--- config.mk ---
export PLATFORM = sky130hd
export DESIGN_NAME = addsub_golden
export DESIGN_NICKNAME = d
export VERILOG_FILES = /design/src/rtl/addsub_sweep_checker_golden.sv
export SDC_FILE = /design/constraint.sdc
export NUM_CORES = 1
export LEC_CHECK = 0
export ABC_AREA = 1
export CORE_AREA = 4 4 41 43
export DETAILED_ROUTE_END_ITERATION = 16
export DIE_AREA = 0 0 45 47
export GPL_ROUTABILITY_DRIVEN = 0
export PLACE_DENSITY_LB_ADDON = 0.2
export SYNTH_ARGS = -nofsm -noshare
export SYNTH_HDL_FRONTEND = slang
export SYNTH_SLANG_ARGS = --single-unit
--- constraint.sdc ---
create_clock -name vclk -period 3.05
set_clock_uncertainty 0.05 [all_clocks]
set_input_delay 0.305 -clock vclk [all_inputs]
set_output_delay 0.305 -clock vclk [all_outputs]
set_load 0.1 [all_outputs]
--- src/rtl/addsub_sweep_checker_golden.sv ---
// addsub_golden: reference 4-bit two's complement add/sub with signed overflow
//   m : 0 = add, 1 = subtract
//   a, b : operands
//   s : result mod 16
//   v : signed overflow
module addsub_golden (
    input  logic       m,
    input  logic [3:0] a,
    input  logic [3:0] b,
    output logic [3:0] s,
    output logic       v
);
    logic [4:0] r;
    // Sign-extended 5-bit result; overflow when its top two bits disagree.
    assign r = m ? {a[3], a} - {b[3], b} : {a[3], a} + {b[3], b};
    assign s = r[3:0];
    assign v = r[4] ^ r[3];
endmodule

==> out/qor.tcl <==
set qor(cts_post_setup_buffers_inserted) 0
set qor(share_of_the_clock_period_used_by_the_worst_path_pct) 92.36
set qor(period_minus_slack_ns) 2.817
set qor(slew_viol_final) 0
set qor(num_vias) 339
set qor(antenna_cells) 0
set qor(globalRoute.totalOverflow) 0
set qor(final_core_util_pct) 40.29
set qor(mean_cell_area_of_the_mapped_netlist_um2) 5.824
set qor(fin_tns_setup_ns) 0
set qor(power.share.sequential_pct) 0
set qor(track_usage_pct) 6.541
set qor(p_int_mw) 0.09657
set qor(detailedPlacementHpwl_um) 574.6
set qor(critical_path.cell_chain) {clkdlybuf4s50_1 -> inv_1 -> ha_1 -> nor2_1 -> nor2_1 -> a22oi_1 -> ha_1 -> a21oi_2 -> nand2_1 -> nand2_2 -> nand2_4 -> inv_1 -> nand3_1 -> nand2_1 -> buf_12}
set qor(post-layout-total-power_mw) 0.2701
set qor(synth.yosys.warnings) 0
set qor(finalHoldViolations) 0
set qor(worst_min_delay_path_class) {input port to output port}
set qor(timing.critical_path.slowest_stage_cell) {sky130_fd_sc_hd__clkdlybuf4s50_1}
set qor(setup_slack_ns) 0.2329
set qor(route.detailed.wl_per_inst_um) 7.155
set qor(slew-limit-headroom_pct) 81.60
set qor(drtAntennaViolNets) 0
set qor(finalWirelength_um) 601
set qor(wire_length_of_the_first_global_routing_pass_mm) 1.104
set qor(synth.net_count) 70
set qor(crit_path_max_fanout) 4
set qor(highest-signal-layer) {met3}
set qor(remaining_drc_errors) 0
set qor(ys_seq_area_share_pct) 0
set qor(combPwrFrac_pct) 100.0
set qor(port-buffer-count) 14
set qor(vdd_ir_drop_max_v) 0.0001974
set qor(worst_setup_path_start_kind) {input port}
set qor(maxClockFrequency_ghz) 0.3550
set qor(path_buf_inv) 4
set qor(worst-endpoint-required_ns) 2.69
set qor(setup_repair_after_global_routing_missed_its_margin) {no}
set qor(area_growth_pct) 63.67
set qor(via_count_of_the_first_global_routing_pass) 292
set qor(firstDrtPassIters) 1
set qor(critical_path.top_delay_family) {buffers and inverters}
set qor(clkPwrFrac_pct) 0
set qor(setup_violations) 0
set qor(number_of_clock_buffers_in_the_layout) 0
set qor(crit_path_end_kind) {output port}
set qor(cap_viol_max_count) 0
set qor(power_density_nw_per_um2) 515.2
set qor(crit_path_max_incr_delay_ns) 0.48
set qor(p_switching_mw) 0.1735
set qor(grt_max_degree) 8
set qor(final_layout_size_suffix_gt1_share_pct) 18.84
set qor(synth_cells) 55
set qor(floorplan.initialDensity_pct) 24.62
set qor(post_synth_num_cell_types) 16
set qor(routed_via_density) 4.036
set qor(std_cell_rows) 13
set qor(cts-hold-fix-buffers) 0
set qor(detailroute.wirelength.met3_um) 28
set qor(seq_cells) 0
set qor(syn_area_um2) 320.3
set qor(core_um2) 1301
set qor(outcome) {complete, no violations}
set qor(sw_frac_of_total_pct) 64.25
set qor(kind_of_critical_path) {input port to output port}
set qor(dieHeight_um) 47
set qor(die_area_um2) 2115
set qor(ff_latch_area_um2) 0
set qor(met2RoutedLength_um) 292
set qor(die_x_um) 45
set qor(worst_pin_slew_ns) 0.2783
set qor(post-place-ws_ns) 0.1830
set qor(crit_arrival_ns) 2.46
set qor(floorplan.io_pins) 14
set qor(final_net_count) 86
set qor(detailedRoute.firstIterationViolations) 0
set qor(grt_antenna_before_repair) 0
set qor(met1_length_um) 280
set qor(cellLeakagePower_nw) 0.2934
==> final cells by class <==
cell class | instances | area, um2
fillers | 146 | 777.0
multi-input cells | 40 | 271.5
repair buffers | 14 | 177.7
inverters | 15 | 56.30
well taps | 15 | 18.77
==> through the flow <==
stage	hold WS [ns]	std cells	cell area, um2
final	1.376	84	524.3
after detailed placement	1.382	84	524.3
after floorplan	1.008	55	327.8
after global placement	1.380	84	524.3
after CTS	1.383	84	524.3
after global routing	1.427	84	524.3
==> cells by family (layout without fill, tap and decap cells) <==
| group | count (synthesis) | in the layout | synth area share [%] |
|---|---|---|---|
| compound gates | 4 | 4 | 8.595 |
| buf+inv | 15 | 29 | 17.58 |
| fa+ha+maj | 6 | 6 | 25.78 |
| simple gates | 28 | 28 | 42.58 |
| xor+xnor | 2 | 2 | 5.470 |
==> cell usage after synthesis <==
| cell | number | share of area [%] |
|---|---|---|
| sky130_fd_sc_hd__xnor2_1 | 1 | 2.7 |
| sky130_fd_sc_hd__nand2_4 | 1 | 3.5 |
| sky130_fd_sc_hd__a31oi_1 | 1 | 2.0 |
| sky130_fd_sc_hd__nor2_2 | 2 | 3.9 |
| sky130_fd_sc_hd__nand2_2 | 3 | 5.9 |
| sky130_fd_sc_hd__nand2_1 | 12 | 14 |
| sky130_fd_sc_hd__xor2_1 | 1 | 2.7 |
| sky130_fd_sc_hd__nor2_1 | 3 | 3.5 |
| sky130_fd_sc_hd__a21oi_2 | 1 | 2.7 |
| sky130_fd_sc_hd__fa_1 | 1 | 6.3 |
| sky130_fd_sc_hd__a22oi_1 | 1 | 2.3 |
| sky130_fd_sc_hd__ha_1 | 5 | 20 |
| sky130_fd_sc_hd__nand3b_1 | 1 | 2.3 |
| sky130_fd_sc_hd__inv_1 | 15 | 18 |
| sky130_fd_sc_hd__nand3_1 | 6 | 9.4 |
| sky130_fd_sc_hd__o21ai_0 | 1 | 1.6 |
==> layout by cell type, fill, tap and decap left out, drive strengths merged <==
master / Yosys / routed
a21oi: 1 / 1
a22oi: 1 / 1
a31oi: 1 / 1
buf: 0 / 5
clkdlybuf4s50: 0 / 9
fa: 1 / 1
ha: 5 / 5
inv: 15 / 15
nand2: 16 / 16
nand3: 6 / 6
nand3b: 1 / 1
nor2: 5 / 5
o21ai: 1 / 1
xnor2: 1 / 1
xor2: 1 / 1
==> path summary, 6_finish.rpt <==
check | start | to | slack [ns] | depth (start not counted)
worst max-delay path | b[0] | v | 0.23 | 15
worst min-delay path | a[0] | s[0] | 1.38 | 5
==> per-layer routing <==
metal / global-route usage (%) / up-vias
met1: 9.707 / 135
met5: 0 / -
met3: 0 / 0
met4: 0 / 0
li1: - / 196
met2: 11.30 / 8
==> worst min-delay path: cells and delay by family <==
family / cells / cell delay [ns]
adders and majority gates: 1 / 0.12
buffers and inverters: 4 / 0.69
==> what timing repair did <==
action	CTS	global route
resized for setup	0	1
setup endpoints to repair	0	1
hold endpoints to repair	0	0
==> power groups by stage <==
stage / Combinational (mW) / Sequential, mW / Clock (mW)
floorplan: 0.181 / 0 / 0
global placement: 0.271 / 0 / 0
detailed placement: 0.272 / 0 / 0
CTS: 0.273 / 0 / 0
global route: 0.287 / 0 / 0
finish: 0.270 / 0 / 0
No activity file was read; power rests on OpenSTA's default activity.
